--- config.mk ---
export PLATFORM = sky130hd
export DESIGN_NAME = tff_count_sequencer
export DESIGN_NICKNAME = d
export VERILOG_FILES = /design/src/rtl/tff_count_sequencer.sv
export SDC_FILE = /design/constraint.sdc
export NUM_CORES = 1
export LEC_CHECK = 0
export BUFFER_PORTS_ARGS = -buffer_cell sky130_fd_sc_hd__buf_2
export CORE_MARGIN = 5
export CORE_UTILIZATION = 25
export CTS_BUF_LIST = sky130_fd_sc_hd__clkbuf_4
export DETAILED_ROUTE_END_ITERATION = 10
export GPL_TIMING_DRIVEN = 0
export PLACE_DENSITY = 0.56
export SLEW_MARGIN = 20
export SYNTH_ARGS = -nofsm -noshare
export SYNTH_HDL_FRONTEND = slang
export SYNTH_SLANG_ARGS = --single-unit
export TNS_END_PERCENT = 5
--- constraint.sdc ---
create_clock -name clk -period 1.89 [get_ports clk]
set_clock_uncertainty 0.05 [all_clocks]
set_input_delay 0.2835 -clock clk [delete_from_list [all_inputs] [get_ports clk]]
set_output_delay 0.2835 -clock clk [all_outputs]
set_load 0.03 [all_outputs]
--- src/rtl/tff_count_sequencer.sv ---
// Start/stop/pause sequencer driving a bank of toggle flip-flops as a programmable counter.
// Every bank change (count, load, clear) is expressed as a per-bit toggle vector.
module tff_count_sequencer #(
  parameter int WIDTH = 4
) (
  input  logic             clk,
  input  logic             rst_n,
  input  logic             start,
  input  logic             stop,
  input  logic             pause,
  input  logic             up_dn,
  input  logic             auto_reload,
  input  logic [WIDTH-1:0] limit,
  output logic [WIDTH-1:0] q,
  output logic [WIDTH-1:0] t_vec,
  output logic             busy,
  output logic             done
);

  typedef enum logic [1:0] {
    IDLE = 2'd0,
    RUN  = 2'd1,
    HOLD = 2'd2,
    DONE = 2'd3
  } state_t;

  localparam logic [WIDTH-1:0] ZERO = {WIDTH{1'b0}};

  state_t           state_r, state_s;
  logic [WIDTH-1:0] q_r;
  logic [WIDTH-1:0] t_vec_s;
  logic [WIDTH-1:0] limit_r;
  logic             up_dn_r, auto_reload_r;
  logic             done_r, done_s;
  logic             busy_r;
  logic             load_s;
  logic [WIDTH-1:0] start_val_s, end_val_s;
  logic [WIDTH-1:0] step_up_s, step_dn_s;

  // Load/terminal values from the latched configuration.
  always_comb begin
    start_val_s = up_dn_r ? ZERO : limit_r;
    end_val_s   = up_dn_r ? limit_r : ZERO;
  end

  // Ripple toggle enables: bit i toggles when all lower bits are 1 (up) or 0 (down).
  always_comb begin
    step_up_s    = ZERO;
    step_dn_s    = ZERO;
    step_up_s[0] = 1'b1;
    step_dn_s[0] = 1'b1;
    for (int i = 1; i < WIDTH; i++) begin
      step_up_s[i] = step_up_s[i-1] & q_r[i-1];
      step_dn_s[i] = step_dn_s[i-1] & ~q_r[i-1];
    end
  end

  // Next-state and toggle-vector decode; stop > start > pause > count.
  always_comb begin
    state_s = state_r;
    t_vec_s = ZERO;
    done_s  = 1'b0;
    load_s  = 1'b0;
    if (stop) begin
      t_vec_s = q_r;
      state_s = IDLE;
    end else if (start) begin
      load_s  = 1'b1;
      t_vec_s = q_r ^ (up_dn ? ZERO : limit);
      state_s = RUN;
    end else begin
      case (state_r)
        RUN: begin
          if (pause) begin
            state_s = HOLD;
          end else if (q_r == end_val_s) begin
            done_s = 1'b1;
            if (auto_reload_r) begin
              t_vec_s = q_r ^ start_val_s;
            end else begin
              state_s = DONE;
            end
          end else begin
            t_vec_s = up_dn_r ? step_up_s : step_dn_s;
          end
        end
        HOLD: begin
          if (pause) begin
            state_s = HOLD;
          end else begin
            state_s = RUN;
          end
        end
        IDLE:    state_s = IDLE;
        DONE:    state_s = DONE;
        default: state_s = IDLE;
      endcase
    end
  end

  // State, bank, status and configuration registers.
  always_ff @(posedge clk or negedge rst_n) begin
    if (!rst_n) begin
      state_r       <= IDLE;
      q_r           <= ZERO;
      done_r        <= 1'b0;
      busy_r        <= 1'b0;
      up_dn_r       <= 1'b0;
      auto_reload_r <= 1'b0;
      limit_r       <= ZERO;
    end else begin
      state_r <= state_s;
      q_r     <= q_r ^ t_vec_s;
      done_r  <= done_s;
      busy_r  <= (state_s == RUN) || (state_s == HOLD);
      if (load_s) begin
        up_dn_r       <= up_dn;
        auto_reload_r <= auto_reload;
        limit_r       <= limit;
      end
    end
  end

  assign q     = q_r;
  assign t_vec = t_vec_s;
  assign busy  = busy_r;
  assign done  = done_r;

endmodule

# After elaboration in Yosys (flattened, before gate mapping)
# Cells that the tools add are included.
# op_classes
n_mux	24
n_reduce_logical	2
n_bitwise	10
eq_ne	6
# op_table
op	count
4-bit two-way mux	10
2-bit two-way mux	6
4-bit bitwise XOR	3
2-bit case mux with 4 select lines	1
1-bit two-way mux	7
2-bit equality test, second input constant	3
1-bit AND	4
2-bit by 1-bit equality test with 1-bit output, second input constant	2
4-bit equality test	1
1-bit NOT	3
2-bit logical NOT	1
1-bit logical OR	1
# totals
regBits	14
elab_cells	49
output_inout_bits	10
inputBits	11

# Depth between registers and ports, before layout
# Gate-level depths: netlist of the first run.
# logic_depth
depth_word	10
depth_mapped	7
depth_no_buf	6

# Least setup slack after synthesis of the first run
# No wires, ideal clock.
# synth_path
kind	reg-to-output
start	register q_r[0], in the netlist q[0]
end	output t_vec[3]
arrival_ps	2116
path_slack_ps	-560
n_path_buf	1
required_ps	1556
stages_incl_launch_ff	8
path_cell_list	dfrtp_1 > buf_2 > inv_1 > nand3_1 > a32o_2 > mux2i_1 > o21a_1 > o21ai_0
# synth_between
elab_chain_len	9
elab_cells_between_ends	12
classes_between	eq/ne (1); mux (6); bitwise (5)
# synth_lines
item	line_no	source
start, declared	30	logic [WIDTH-1:0] q_r;
start signal, assigned	113	q_r <= q_r ^ t_vec_s;
1-bit NOT	54	step_dn_s[i] = step_dn_s[i-1] & ~q_r[i-1];
1-bit AND (2 in series)	54	
4-bit two-way mux	84	t_vec_s = up_dn_r ? step_up_s : step_dn_s;
4-bit two-way mux *	76	end else if (q_r == end_val_s) begin
4-bit two-way mux *	74	if (pause) begin
4-bit two-way mux *	72	case (state_r)
4-bit two-way mux *	67	end else if (start) begin
4-bit two-way mux *	64	if (stop) begin
end, declared	15	output logic [WIDTH-1:0] t_vec,
# Mark *: on every way between the ends. The rest lies on a longest branch, timed or not.

# Final worst setup path of the first run
# layout_path
start	register limit_r[2]
end	output t_vec[0]
# layout_between
elab_chain_len	7
# layout_lines
item	line_no	source
start, declared	32	logic [WIDTH-1:0] limit_r;
start signal, assigned	119	limit_r <= limit;
4-bit two-way mux	43	end_val_s = up_dn_r ? limit_r : ZERO;
4-bit equality test	76	
4-bit two-way mux	76	
4-bit two-way mux	74	
4-bit two-way mux	72	
4-bit two-way mux	67	
4-bit two-way mux	64	
# Every way passes these cells.

==> impl_metrics.json, run 1 <==
{
  "hold_worst_path_end": "auto_reload_r$_DFFE_PN0P_",
  "wire_per_inst_um": 13.99,
  "flow.area_growth_from_synthesis_pct": 33.79,
  "hold_class": "primary input to register",
  "critical_path.startpoint_type": "register",
  "dp_cells": 178,
  "totalNegativeSetupSlack_ns": -2.454,
  "synth.yosys.warnings": 0,
  "vdd_ir_drop_max_mv": 0.2319,
  "clock_tree_from_tritoncts": "built",
  "num_antenna_cells": 0,
  "max-slew-margin-rel": 0.6473,
  "fp.dieW_um": 73.59,
  "syn_area_um2": 1011,
  "worst_hold_startpoint": "auto_reload",
  "max_h_tree_level": 1,
  "synth.top_cells.by_area": "dfrtp_1 35%, mux2_2 10%, xnor2_1 6.9%",
  "synthFlopType": "dfrtp_1",
  "grt.total_usage": 0.1044,
  "synthDominantCellAreaShare": 0.3465,
  "critPathKind": "register to primary output",
  "dr.first_iter.drc_count": 44,
  "final_critical_path_setup_slack_ns": -0.5113,
  "fp.coreArea_um2": 3971,
  "antenna_violation_net_count_after_detailed_routing": 0,
  "critPathArrivalTime_ns": 2.07,
  "die_y_um": 73.59,
  "min_path_cells": 2,
  "synth_largest_area_cell": "dfrtp_1",
  "failed_checks": "setup timing",
  "firstDrtPassIters": 4,
  "ys_top_cells_by_count": "14 x dfrtp_1, 9 x mux2_2, 8 x inv_1, 8 x nor2b_1, 8 x xnor2_1",
  "report.final.hold_viol_count": 0,
  "initial_core_util": 0.2546,
  "numCtsBuffers": 3,
  "cts_sinks": 14,
  "timing.rr.start": "limit_r[2]$_DFFE_PN0P_",
  "layout_worst_path_cycle_share": 1.271,
  "worst_r2r_endpoint": "q[1]$_DFF_PN0_",
  "power_density_normalized_to_cell_area_nw_per_um2": 802.2,
  "cts-root-buf": "clkbuf_4",
  "fillerInstances": 422,
  "path_cells": "nand4b_1 -> o22a_1 -> a32o_2 -> a21o_1 -> a221oi_2 -> a21oi_1 -> buf_4",
  "port_bufs": 20,
  "report.final.slew_viol_count": 0,
  "yosys.cell_count.top_type": "dfrtp_1",
  "outcome": "complete, but fails checks",
  "vias": 903,
  "fin_cells": 190,
  "asyncSetResetFlopFracSynth": 1.000,
  "worst-path-max-fanout": 5,
  "final_design_area_no_fill_um2": 1353,
  "synth_cells": 108,
  "design.portCount": 21,
  "path_buf_inv": 1,
  "nets": 153,
  "rsz_0062_raised_after_global_routing": "true",
  "grt_start_max_net_pins": 15,
  "clock_power_share": 0.168,
  "worst_tran_pin_value_ns": 0.5290,
  "critical-path-slowest-cell": "dfrtp_1",
  "floorplan.rows": 23,
  "ff2ff_path_depth": 7,
  "cts_buffer_depth": 2,
  "clk_pin_slew_ns": 0.09,
  "grt_pass1_vias": 959,
  "worst_endpoint_required_time_ns": 1.56,
  "ys_types": 32,
  "synth_edf_count": 0,
  "gr-total-overflow": 0,
  "grt_pass1_wl_mm": 4.422,
  "yosysSeqAreaShare": 0.3465,
  "drcViolationCount": 0,
  "power.switching_fraction": 0.3871,
  "insertion_delay_ns": 0.29,
  "mappedNetlistNets": 119,
  "routed_wl_mm": 2.658,
  "ys_ff_latch": 14,
  "initial_antenna_violation_count": 0,
  "layout-drive-gt1-share": 0.4500,
  "worstSetupStartpoint": "limit_r[2]$_DFFE_PN0P_",
  "place_area_um2": 1199,
  "power_frac_comb": 0.465,
  "global_placement_routability_congestion": 0.7605,
  "power.net_switching_mw": 0.4200,
  "critical_path.max_stage_delay_ns": 0.41,
  "setup_viol": 6,
  "detailed_place_hpwl_mm": 1.902,
  "power.total_mw": 1.085,
  "cellLeakagePower_nw": 0.5820,
  "share_seq_of_total_power": 0.366,
  "dieArea_um2": 5415,
  "timing.critical_path.to_type": "primary output",
  "intPower_mw": 0.6650,
  "cpLargestDelayFamily": "compound AO/OA/AOI/OAI gates",
  "synth_area_per_cell_um2": 9.361,
  "max-cap-violations": 0,
  "max_clock_freq_mhz": 416.4,
  "detail_route.vias_per_cell": 4.753,
  "ff2ff_setup_slack_ns": -0.27,
  "finalCriticalPeriod_ns": 2.401
}
-- power by group through the flow --
stage | clock, mW | sequential (mW) | combinational (mW)
detailed placement | 0 | 0.399 | 0.416
floorplan | 0 | 0.419 | 0.292
CTS | 0.191 | 0.395 | 0.457
global route | 0.206 | 0.404 | 0.551
finish | 0.183 | 0.397 | 0.505
global placement | 0 | 0.396 | 0.408
-- through the flow --
stage                 util  worst slack, ns  hold slack [ns]
floorplan                -          -0.1497         -0.06209
global placement    0.3018          -0.3665           0.1537
detailed placement  0.3018          -0.3667           0.1632
CTS                 0.3255          -0.5102           0.1664
global route        0.3406          -0.6187           0.1653
finish              0.3406          -0.5113           0.1696
-- area by class of cell --
type	count	area, um2	share of cell area
Tap cell	50	62.56	0.04625
Clock buffer	3	22.52	0.01665
Sequential cell	14	356.6	0.2636
Buffer	5	35.03	0.02590
Multi-Input combinational cell	81	654.4	0.4838
Inverter	8	30.03	0.02220
Timing Repair Buffer	29	191.4	0.1415
-- flip-flops by register name (all words and copies together), names as in the netlist --
signal and cells:
up_dn_r 1, limit_r 4, state_r 2, done 1
q 4, auto_reload_r 1, busy 1
-- cells in the final DEF (no fill, tap or decap), types with 3 or more instances in the layout --
| master | n |
|---|---|
| buf_2 | 17 |
| dfrtp_1 | 9 |
| buf_4 | 9 |
| nor2b_1 | 8 |
| xnor2_1 | 7 |
| mux2_2 | 7 |
| inv_1 | 6 |
| nor2_1 | 6 |
| buf_6 | 5 |
| dfrtp_2 | 5 |
| nand3_1 | 4 |
| o21ai_0 | 4 |
| a21oi_1 | 4 |
| nor3_1 | 3 |
| nand2_1 | 3 |
| mux2i_1 | 3 |
| clkbuf_4 | 3 |
-- logic make-up (layout without fill, tap and decap cells) --
kind of cell,Yosys count,in the layout,synth area share
buffers and inverters,13,45,0.05817
AND/OR/NAND/NOR,34,34,0.1943
multiplexers,12,12,0.1300
adder cells (fa/ha/maj),2,2,0.01980
XOR/XNOR,10,10,0.08664
AO/OA/AOI/OAI,23,23,0.1646
flip-flops,14,14,0.3465
-- what timing repair did --
action | CTS | global route
hold buffers | 1 | 0
hold endpoints to repair | 14 | 0
resized for setup | 13 | 6
cloned | 0 | 0
setup buffers | 3 | 5
endpoints found under the setup margin | 7 | 10
pin swaps | 3 | 7
-- worst max-delay path by stage --
stage	cells past startpoint	to
6_report	7	t_vec[0]
2_1_floorplan	7	q[1]$_DFF_PN0_
5_1_grt	7	t_vec[0]
3_5_place_dp	8	t_vec[3]
4_1_cts	7	t_vec[1]
3_3_place_gp	8	t_vec[3]
-- routing by layer --
| layer | track usage | routed length, um | vias to the layer above |
|---|---|---|---|
| li1 | - | - | 453 |
| met2 | 0.1811 | 1313 | 20 |
| met4 | 0.03622 | 30 | 0 |
| met3 | 0.02599 | 138 | 5 |
| met5 | 0 | 0 | - |
| met1 | 0.1240 | 1176 | 425 |
No activity file was read; power rests on OpenSTA's default activity.
==> inputs of run 2 (changes only) <==
--- a/config.mk
+++ b/config.mk
@@ -6,12 +6,13 @@
 export NUM_CORES = 1
 export LEC_CHECK = 0
 export BUFFER_PORTS_ARGS = -buffer_cell sky130_fd_sc_hd__buf_2
+export CAP_MARGIN = 10
 export CORE_MARGIN = 5
 export CORE_UTILIZATION = 25
 export CTS_BUF_LIST = sky130_fd_sc_hd__clkbuf_4
 export DETAILED_ROUTE_END_ITERATION = 10
 export GPL_TIMING_DRIVEN = 0
-export PLACE_DENSITY = 0.56
+export PLACE_DENSITY = 0.5
 export SLEW_MARGIN = 20
 export SYNTH_ARGS = -nofsm -noshare
 export SYNTH_HDL_FRONTEND = slang
==> constraint.sdc (replaced) <==
create_clock -name clk -period 2.4 [get_ports clk]
set_clock_uncertainty 0.05 [all_clocks]
set_input_delay 0.36 -clock clk [delete_from_list [all_inputs] [get_ports clk]]
set_output_delay 0.36 -clock clk [all_outputs]
set_load 0.03 [all_outputs]
==> impl_metrics.json, run 2 (synthesized netlist as in run 1, its figures left out) <==
{
  "critical_path.startpoint_type": "register",
  "fp.coreArea_um2": 3971,
  "detailed_place_hpwl_mm": 1.896,
  "report.final.hold_viol_count": 0,
  "worst-path-max-fanout": 6,
  "initial_core_util": 0.2546,
  "timing.critical_path.to_type": "primary output",
  "fp.dieW_um": 73.59,
  "clk_pin_slew_ns": 0.09,
  "dieArea_um2": 5415,
  "power_density_normalized_to_cell_area_nw_per_um2": 624.1,
  "layout-drive-gt1-share": 0.4101,
  "critPathKind": "register to primary output",
  "gr-total-overflow": 0,
  "power.net_switching_mw": 0.3131,
  "layout.cells.most_common": "buf_2",
  "detail_route.vias_per_cell": 4.672,
  "max-slew-margin-rel": 0.6620,
  "hold_class": "primary input to register",
  "nets": 151,
  "final_critical_path_setup_slack_ns": -0.08770,
  "max_clock_freq_mhz": 402.0,
  "cellLeakagePower_nw": 0.5551,
  "report.final.slew_viol_count": 0,
  "grt.total_usage": 0.1008,
  "flow.area_growth_from_synthesis_pct": 28.09,
  "setup_viol": 4,
  "clock_power_share": 0.176,
  "failed_checks": "setup timing",
  "rsz_0062_raised_after_global_routing": "true",
  "insertion_delay_ns": 0.28,
  "grt_pass1_vias": 888,
  "grt_pass1_wl_mm": 4.271,
  "worst_tran_pin_value_ns": 0.5070,
  "dr.first_iter.drc_count": 40,
  "global_placement_routability_congestion": 0.8011,
  "power_frac_comb": 0.430,
  "max_h_tree_level": 1,
  "outcome": "complete, but fails checks",
  "port_bufs": 20,
  "commonest_cells_after_routing_fill_and_taps_aside": "17 x buf_2, 11 x buf_4, 9 x mux2_2",
  "share_seq_of_total_power": 0.393,
  "placement.setup.worst_slack_ns": -0.04274,
  "vdd_ir_drop_max_mv": 0.1637,
  "die_y_um": 73.59,
  "worst_endpoint_required_time_ns": 1.99,
  "numCtsBuffers": 3,
  "finalCriticalPeriod_ns": 2.488,
  "clock_tree_from_tritoncts": "built",
  "drcViolationCount": 0,
  "final_design_area_no_fill_um2": 1295,
  "antenna_violation_net_count_after_detailed_routing": 0,
  "firstDrtPassIters": 4,
  "cts_buffer_depth": 2,
  "design.portCount": 21,
  "intPower_mw": 0.4951,
  "critPathArrivalTime_ns": 2.08,
  "power.switching_fraction": 0.3874,
  "grt_start_max_net_pins": 15,
  "routed_wl_mm": 2.590,
  "wire_per_inst_um": 13.70,
  "initial_antenna_violation_count": 0,
  "max-cap-violations": 0,
  "layout_worst_path_cycle_share": 1.037,
  "num_antenna_cells": 0,
  "cts_sinks": 14,
  "utilization": 0.3261,
  "floorplan.rows": 23,
  "vias": 883,
  "cts-root-buf": "clkbuf_4",
  "place_area_um2": 1174
}
==> run 2: cell types whose count changed in the layout (fill, tap and decap cells not counted), moves of 2 or more <==
cell	delta
o21ai_0	+2
o21ai_2	-2
mux2_2	+2
mux2_4	-2
buf_6	-4
buf_4	+2
==> run 2: routing by layer <==
layer | up-vias | track usage | part of all wire
li1 | 446 | - | -
met1 | 418 | 0.1201 | 0.46
met2 | 15 | 0.1791 | 0.48
met3 | 4 | 0.02599 | 0.046
met4 | 0 | 0.02414 | 0.0089
met5 | - | 0 | 0
==> run 2: repair_timing <==
action,in CTS,in global routing
setup endpoints to repair,4,4
pin swaps,2,3
hold buffers,1,0
gates resized for setup,9,7
hold endpoints to repair,14,0
buffers inserted,4,3
cloned,0,0
==> run 2: cell type report <==
cell class	count	area [um2]
plain buffers	4	23.77
clock buffers	3	22.52
clock inverters	1	3.754
fillers	435	2676
inverters	8	30.03
multi-input cells	81	621.8
flip-flops and latches	14	357.8
well taps	50	62.56
repair buffers	28	172.7
==> run 2: worst max-delay path: stages (launching register included) <==
cell and delay [ns]:
dfrtp_1 0.41, nand4b_1 0.17, o22a_1 0.21, a32o_2 0.28
mux2i_1 0.15, a221oi_2 0.31, a21oi_1 0.07, buf_4 0.19
==> run 2: per-stage QoR <==
stage	TNS (ns)	power (mW)	instances	hold slack, ns
floorplan	0	0.5449	108	0.01441
global placement	-0.02652	0.6186	178	0.2297
detailed placement	-0.04915	0.6264	178	0.2399
CTS	-0.2641	0.7915	187	0.2578
global route	-0.6011	0.8621	189	0.2590
finish	-0.2338	0.8082	189	0.2688
==> run 2: power by group through the flow <==
stage	Clock, mW	Combinational, mW	Sequential, mW
after detailed placement	0	0.317	0.309
final	0.142	0.348	0.318
after floorplan	0	0.219	0.326
after global placement	0	0.311	0.308
after global routing	0.159	0.378	0.324
after CTS	0.148	0.338	0.305
==> run 2: worst paths after layout <==
| kind | start | endpoint | slack (ns) | depth (start not counted) |
|---|---|---|---|---|
| setup / recovery | limit_r[2]$_DFFE_PN0P_ | t_vec[1] | -0.09 | 7 |
| hold / removal | auto_reload | auto_reload_r$_DFFE_PN0P_ | 0.27 | 2 |
| setup reg to reg | limit_r[2]$_DFFE_PN0P_ | q[1]$_DFF_PN0_ | 0.23 | 7 |
| hold reg to reg | limit_r[2]$_DFFE_PN0P_ | limit_r[2]$_DFFE_PN0P_ | 0.52 | 1 |
| max in group asynchronous | rst_n | q[2]$_DFF_PN0_ | 1.58 | 2 |
| min in group asynchronous | rst_n | limit_r[0]$_DFFE_PN0P_ | 0.45 | 2 |
